File: config.mk
export PLATFORM = sky130hd
export DESIGN_NAME = ram_port_ctrl
export DESIGN_NICKNAME = d
export VERILOG_FILES = /design/src/rtl/ram_port_ctrl.sv
export SDC_FILE = /design/constraint.sdc
export NUM_CORES = 1
export LEC_CHECK = 0
export BUFFER_PORTS_ARGS = -buffer_cell sky130_fd_sc_hd__buf_2
export CORE_MARGIN = 5
export CORE_UTILIZATION = 40
export CTS_BUF_LIST = sky130_fd_sc_hd__clkbuf_16
export CTS_CLUSTER_DIAMETER = 150
export DETAILED_ROUTE_END_ITERATION = 10
export PLACE_DENSITY = 0.8
export RECOVER_POWER = 50
export SLEW_MARGIN = 20
export SYNTH_ARGS = -nofsm -noshare
export SYNTH_HDL_FRONTEND = slang
export SYNTH_SLANG_ARGS = --single-unit
File: constraint.sdc
create_clock -name clock -period 2.1 [get_ports clock]
set_clock_uncertainty 0.15 [all_clocks]
set_input_delay 0 -clock clock [delete_from_list [all_inputs] [get_ports clock]]
set_output_delay 0 -clock clock [all_outputs]
set_load 0.03 [all_outputs]
File: src/rtl/ram_port_ctrl.sv
// ram_port_ctrl: arbitrates CPU, video and a clear sweep onto one registered single-port RAM.
module ram_port_ctrl #(
  parameter int data_width = 8,
  parameter int address_width = 8,
  parameter logic [data_width-1:0] clear_value = '0
) (
  input  logic                     clock,
  input  logic                     reset,
  input  logic                     cpu_req,
  input  logic                     cpu_we,
  input  logic [address_width-1:0] cpu_addr,
  input  logic [data_width-1:0]    cpu_wdata,
  output logic                     cpu_ack,
  output logic [data_width-1:0]    cpu_rdata,
  input  logic                     vid_req,
  input  logic [address_width-1:0] vid_addr,
  output logic                     vid_valid,
  output logic [data_width-1:0]    vid_rdata,
  input  logic                     clear_start,
  output logic                     clear_busy,
  output logic [address_width-1:0] ram_address,
  output logic [data_width-1:0]    ram_data,
  output logic                     ram_we,
  input  logic [data_width-1:0]    ram_q
);
  typedef enum logic {CLEAR, RUN} state_t;
  state_t state, state_n;
  logic [address_width-1:0] clr_cnt;
  logic clearing, issue_vid, issue_cpu;
  logic s1_cpu, s1_vid, s2_cpu, s2_vid;
  always_comb begin
    clearing = state == CLEAR;
    issue_vid = !clearing && vid_req;
    issue_cpu = !clearing && !vid_req && cpu_req && !s1_cpu && !s2_cpu;
    state_n = clearing ? (&clr_cnt ? RUN : CLEAR) : (clear_start ? CLEAR : RUN);
  end
  always_ff @(posedge clock)
    if (reset) state <= CLEAR;
    else state <= state_n;
  // s1/s2 tag the access on the RAM bus and the one whose data is on ram_q
  always_ff @(posedge clock) begin
    if (reset) begin
      clr_cnt     <= '0;
      clear_busy  <= 1'b1;
      ram_we      <= 1'b0;
      ram_address <= '0;
      ram_data    <= '0;
      s1_cpu      <= 1'b0;
      s1_vid      <= 1'b0;
      s2_cpu      <= 1'b0;
      s2_vid      <= 1'b0;
      cpu_ack     <= 1'b0;
      vid_valid   <= 1'b0;
      cpu_rdata   <= '0;
      vid_rdata   <= '0;
    end else begin
      clr_cnt     <= clearing ? clr_cnt + 1'b1 : '0;
      clear_busy  <= clearing;
      ram_we      <= clearing || (issue_cpu && cpu_we);
      ram_address <= clearing ? clr_cnt : issue_vid ? vid_addr : issue_cpu ? cpu_addr : ram_address;
      ram_data    <= clearing ? clear_value : issue_cpu ? cpu_wdata : ram_data;
      s1_cpu      <= issue_cpu;
      s1_vid      <= issue_vid;
      s2_cpu      <= s1_cpu;
      s2_vid      <= s1_vid;
      cpu_ack     <= s2_cpu;
      vid_valid   <= s2_vid;
      cpu_rdata   <= s2_cpu ? ram_q : cpu_rdata;
      vid_rdata   <= s2_vid ? ram_q : vid_rdata;
    end
  end
endmodule

==> results.ini, run 1 <==
[routing]
vias_per_cell=4.95
route.detailed.drc=0
ant_nets=0
wl_um=4530
drt_iter0_drc=97
wl_per_cell_um=13.3
vias=1688
first_pass_iters=4

[power_and_ir_drop]
power_frac_comb_pct=7.0
power_switching_share_pct=20.2
p_sw_uw=397
seqPwrFrac_pct=48.1
power_mw=1.97
leakage_nw=0.998
powerDensity_mw_per_mm2=752
pwr-share-clk_pct=44.9
ir_drop_mv=0.547
intPower_mw=1.57

[clock_network]
cts_tree=built
clockBufferDepth=2
post_cts_buffers=0
cts.clk_slew.worst_paths_ns=0.07
cts_root_buf=clkbuf_16
clock_latency_ns=0.29
clock_sinks=49
cts-htree-levels=2
cts_made_buffers=5

[setup_path]
endpoint_kind=register
slowest_delay_ns=0.56
cp.required_ns=2.13
crit_chain=dlygate4sd3_1, buf_2, mux2i_1, dlygate4sd3_1, a21oi_1, a22o_1
critPathBufInv=3
r2r_end=ram_address[4]$_SDFFE_PP0P_
critPathSlowestCell=dlygate4sd3_1
crit_family=buffers and inverters
regToRegSetupSlack_ns=0.48
worst-setup-path-type=input pin to register
worstRegToRegCells=3
cp.arrival_ns=1.81
endpoint=ram_address[7]$_SDFFE_PP0P_
cpMostUsedCell=dlygate4sd3_1
crit_path_max_fanout=11
path_depth=6
cp-start-kind=input pin
timing.rr.start=state$_SDFF_PP0_
cp-startpoint=vid_req

[logic_synthesis]
yosysMostFrequentCell=dfxtp_1
synth_area_leader_cell=dfxtp_1
synth_top_area_share_pct=51.5
synthArstFlopShare_pct=0
yosysWarnings=0
ys_ff_latch=49
avgSynthCellArea_um2=9.77
synth_area_mm2=0.00190
synthTopCellsByArea=dfxtp_1, mux2i_1, nor2_1
synthFlopType=dfxtp_1
yosys.cell_types.count=29
synth_common_cells=dfxtp_1, nor2_1, mux2i_1
ys_seq_area_share_pct=51.5
syn_inst=195
syn_nets=234
synth-edff-count=0

[hold_path]
hold_path.class=input pin to register

[timing]
finalCriticalPeriod_ns=1.78
hold_ws_ns=0.00819
slew_viol_final=0
slew_headroom_pct=57.7
fmax_mhz=563
worst_slew_pin_slew_ns=0.635
hold_violations=0
period_share_pct=84.6
setup_ws_ns=0.323
rsz0062_at_grt=false
finalSetupViolations=0
setup-tns-final_ns=0

[global_routing]
grtUsageTotal_pct=15.1
grt.overflow.total=0
antenna_found_initial=0
grt_max_degree=28
grt_pass1_vias=1629
grt_pass1_wl_um=7400

[finish]
finish.utilization_pct=56.1
drive_gt1_share_pct=17.8
areaGrowthSynthToFinish_pct=37.3
n_antenna_cell=0
nNetsFinal=325
fill_cells=450

[run]
cap_violations=0

[die]
initial_utilization_pct=40.9
die_area_mm2=0.00624
core_mm2=0.00466
pin_count=74
fp-row-count=25
die_w_um=79
dieHeight_um=79

[placement]
io_buffers=73
dp_hpwl_um=3150
gp_congestion=0.785
pre_cts_ws_ns=0.509

[status]
status=complete, no violations

-- stage by stage --
stage          instance area [µm²]  cells
3_3_place_gp                  2290    312
4_1_cts                       2660    341
5_1_grt                       2620    341
6_report                      2620    341
3_5_place_dp                  2290    312
2_1_floorplan                 1900    195
-- tightest hold or removal path, stage by stage --
cell,delay [ns]
buf_2,0.08
mux2i_1,0.06
a21oi_1,0.14
a22o_1,0.13
-- placed cells by master (no fill, tap or decap), types with 2 or more instances in the layout --
cell	instances
a21oi_1	21
a22o_1	8
buf_2	37
buf_4	2
clkbuf_1	37
clkbuf_16	5
dfxtp_1	49
dlygate4sd3_1	21
inv_1	2
mux2i_1	24
nand2_1	3
nand2b_1	3
nand3_1	11
nor2_1	30
nor2b_1	5
o21ai_0	10
or3_1	2
or4_1	2
xor2_1	2
-- power by group through the flow --
stage | sequential (mW) | clock, mW | combinational [mW]
6_report | 0.946 | 0.883 | 0.138
5_1_grt | 0.947 | 0.947 | 0.150
4_1_cts | 0.946 | 0.904 | 0.139
3_5_place_dp | 0.967 | 0 | 0.108
3_3_place_gp | 0.967 | 0 | 0.104
2_1_floorplan | 0.974 | 0 | 0.0515
-- worst min-delay path by stage --
stage / startpoint / depth (start not counted) / endpoint / slack [ns]
floorplan: ram_q[0] / 2 / cpu_rdata[0]$_SDFFE_PP0P_ / -0.003
global placement: ram_q[0] / 3 / vid_rdata[0]$_SDFFE_PP0P_ / 0.10
detailed placement: ram_q[7] / 3 / vid_rdata[7]$_SDFFE_PP0P_ / 0.11
CTS: vid_addr[4] / 4 / ram_address[4]$_SDFFE_PP0P_ / 0.009
global route: reset / 2 / vid_rdata[6]$_SDFFE_PP0P_ / 0.04
finish: vid_addr[4] / 4 / ram_address[4]$_SDFFE_PP0P_ / 0.008
-- sequential cells by signal, summed over array words and instances, names as in the netlist --
name / count
cpu_rdata: 8
ram_address: 8
vid_rdata: 8
state: 1
clr_cnt: 8
s2_cpu: 1
clear_busy: 1
vid_valid: 1
ram_we: 1
cpu_ack: 1
s1_vid: 1
s1_cpu: 1
ram_data: 8
s2_vid: 1
-- repair_timing --
action / in CTS / in global routing
resized for setup: 0 / 0
hold buffers: 21 / 0
endpoints found under the hold margin: 28 / 0
setup endpoints to repair: 0 / 0
-- routing by layer --
layer / global-route usage, % / wire, µm
met3: 5.33 / 296
met4: 5.67 / 77
met1: 18.0 / 1940
met2: 24.9 / 2220
met5: 0 / 0
-- logic make-up (layout without fill, tap and decap cells) --
kind of cell / Yosys count / in the layout / synth area share, %
AND/OR/NAND/NOR: 62 / 62 / 16.6
AO/OA/AOI/OAI: 41 / 41 / 13.1
flip-flops: 49 / 49 / 51.5
multiplexers: 24 / 24 / 12.6
buffers and inverters: 15 / 107 / 4.21
XOR/XNOR: 3 / 3 / 1.38
adder cells (fa/ha/maj): 1 / 1 / 0.657
-- layout make-up --
type,count,area [µm²],share of cell area (%)
Sequential cell,49,981,37.5
Multi-Input combinational cell,131,843,32.2
Timing Repair Buffer,97,549,21.0
Clock buffer,5,125,4.78
Tap cell,54,67.6,2.58
Clock inverter,3,41.3,1.58
Inverter,2,7.51,0.287
Power figures use the tool's default switching activity.
==> run 2: changes to the inputs <==
--- a/config.mk
+++ b/config.mk
@@ -11,7 +11,7 @@
 export CTS_BUF_LIST = sky130_fd_sc_hd__clkbuf_16
 export CTS_CLUSTER_DIAMETER = 150
 export DETAILED_ROUTE_END_ITERATION = 10
-export PLACE_DENSITY = 0.8
+export PLACE_DENSITY = 0.82
 export RECOVER_POWER = 50
 export SLEW_MARGIN = 20
 export SYNTH_ARGS = -nofsm -noshare
==> constraint.sdc (replaced) <==
create_clock -name clock -period 1.4 [get_ports clock]
set_clock_uncertainty 0.15 [all_clocks]
set_input_delay 0 -clock clock [delete_from_list [all_inputs] [get_ports clock]]
set_output_delay 0 -clock clock [all_outputs]
set_load 0.03 [all_outputs]
==> run 2 against run 1 <==
The flow now finishes with violations (negative hold slack). First-iteration DRC count decreased by 57%. Clock-buffer cell count unchanged. Register-to-register slack worse by 0.48 ns. Critical path type is now register to register. Critical endpoint is now ram_data[0]$_SDFFE_PP0P_. Largest cell class unchanged. Highest routed layer unchanged.
==> results.ini, run 2 (synthesized netlist as in run 1, its figures left out) <==
[status]
status=finished with violations
violations=negative hold slack

[power_and_ir_drop]
power_frac_comb_pct=8.1
intPower_mw=2.38
p_sw_uw=609
powerDensity_mw_per_mm2=1040
ir_drop_mv=0.566
power_mw=2.99
pwr-share-clk_pct=44.4
power_switching_share_pct=20.4
seqPwrFrac_pct=47.5
leakage_nw=1.11

[placement]
postPlaceCellArea_mm2=0.00241
gp_congestion=0.761
dp_hpwl_um=3240
dp.cells=327
io_buffers=73

[timing]
fmax_mhz=716
rsz0062_at_grt=true
hold_violations=1
worst_slew_pin_slew_ns=0.457
period_share_pct=99.8
slew_viol_final=0
finalCriticalPeriod_ns=1.40
slew_headroom_pct=69.6
finalSetupViolations=0
hold_ws_ns=-0.00287

[setup_path]
worst-setup-path-type=register to register
timing.rr.start=s2_cpu$_SDFF_PP0_
cp.arrival_ns=1.39
crit_path_max_fanout=9
regToRegSetupSlack_ns=0.003
worstRegToRegCells=4
cp.required_ns=1.40
r2r_end=ram_data[0]$_SDFFE_PP0P_
cp-start-kind=register
endpoint_kind=register

[finish]
fill_cells=387
final_area_mm2=0.00287
areaGrowthSynthToFinish_pct=50.6
mostFrequentLayoutCell=dfxtp_1
nNetsFinal=340
n_antenna_cell=0
final_cell_mix=dfxtp_1, buf_2, clkbuf_1
fin_cells=356
drive_gt1_share_pct=32.8

[hold_path]
hold_path.class=input pin to register
hold_depth=4
hp-start=cpu_addr[2]
whs_endpoint=ram_address[2]$_SDFFE_PP0P_

[routing]
drt_iter0_drc=42
vias=1770
route.detailed.drc=0
wl_per_cell_um=13.1
first_pass_iters=5
vias_per_cell=4.97
wl_um=4680
ant_nets=0

[die]
initial_utilization_pct=40.9
die_area_mm2=0.00624
pin_count=74
core_mm2=0.00466
die_w_um=79
fp-row-count=25
dieHeight_um=79

[run]
cap_violations=0

[clock_network]
cts.clk_slew.worst_paths_ns=0.06
cts_tree=built
clockBufferDepth=2
cts_root_buf=clkbuf_16
clock_sinks=49
clock_latency_ns=0.28
cts_made_buffers=5
cts-htree-levels=2

[global_routing]
antenna_found_initial=0
grt.overflow.total=0
grtUsageTotal_pct=15.1
grt_max_degree=20
grt_pass1_vias=1791
grt_pass1_wl_um=7600

-- run 2: final cells by class --
| class | count | area (µm²) | share of cell area, % |
|---|---|---|---|
| sequential | 49 | 988 | 34.5 |
| tap | 54 | 67.6 | 2.36 |
| multi-input combinational | 131 | 947 | 33.0 |
| inverter | 2 | 7.51 | 0.262 |
| timing repair buffer | 112 | 691 | 24.1 |
| clock inverter | 3 | 41.3 | 1.44 |
| clock buffer | 5 | 125 | 4.36 |
-- run 2: per-stage QoR --
stage	utilization [%]	TNS, ns	setup slack (ns)
after floorplan	-	0	0.00615
after global placement	51.8	-0.000300	-0.000300
after detailed placement	51.8	-0.357	-0.0377
after CTS	60.0	0	0.000106
after global routing	61.5	-0.170	-0.0234
final	61.5	0	0.00346
-- run 2: worst max-delay path, cell delays in order (launching register included) --
cell and delay (ns):
dfxtp_2 0.32, or3b_4 0.42, buf_6 0.16, o21ai_0 0.14
a21oi_1 0.08
-- run 2: routing by layer --
layer	wire [µm]	up-vias	track usage (%)
met1	1930	816	16.7
met5	0	-	0
li1	-	890	-
met3	294	6	3.74
met4	68	0	5.15
met2	2390	58	27.7
-- run 2: power by group through the flow --
stage                     sequential (mW)  clock (mW)  combinational (mW)
after floorplan                      1.46           0              0.0792
after global placement               1.45           0               0.184
after detailed placement             1.45           0               0.188
after CTS                            1.42        1.35               0.235
after global routing                 1.42        1.43               0.266
final                                1.42        1.33               0.243
-- run 2: worst max-delay path by stage --
stage | start | to | cells past startpoint
2_1_floorplan | s2_cpu$_SDFF_PP0_ | ram_address[0]$_SDFFE_PP0P_ | 4
3_5_place_dp | s2_cpu$_SDFF_PP0_ | ram_address[7]$_SDFFE_PP0P_ | 4
3_3_place_gp | s2_cpu$_SDFF_PP0_ | ram_data[6]$_SDFFE_PP0P_ | 4
5_1_grt | s2_cpu$_SDFF_PP0_ | ram_address[6]$_SDFFE_PP0P_ | 3
6_report | s2_cpu$_SDFF_PP0_ | ram_data[0]$_SDFFE_PP0P_ | 4
4_1_cts | s2_cpu$_SDFF_PP0_ | ram_data[1]$_SDFFE_PP0P_ | 5
-- run 2: timing repair --
item | 4_1_cts | 5_1_grt
pin swaps | 1 | 20
gates resized for setup | 4 | 34
setup endpoints to repair | 17 | 20
setup buffers | 0 | 1
hold buffers | 20 | 0
cloned | 0 | 0
endpoints found under the hold margin | 29 | 0
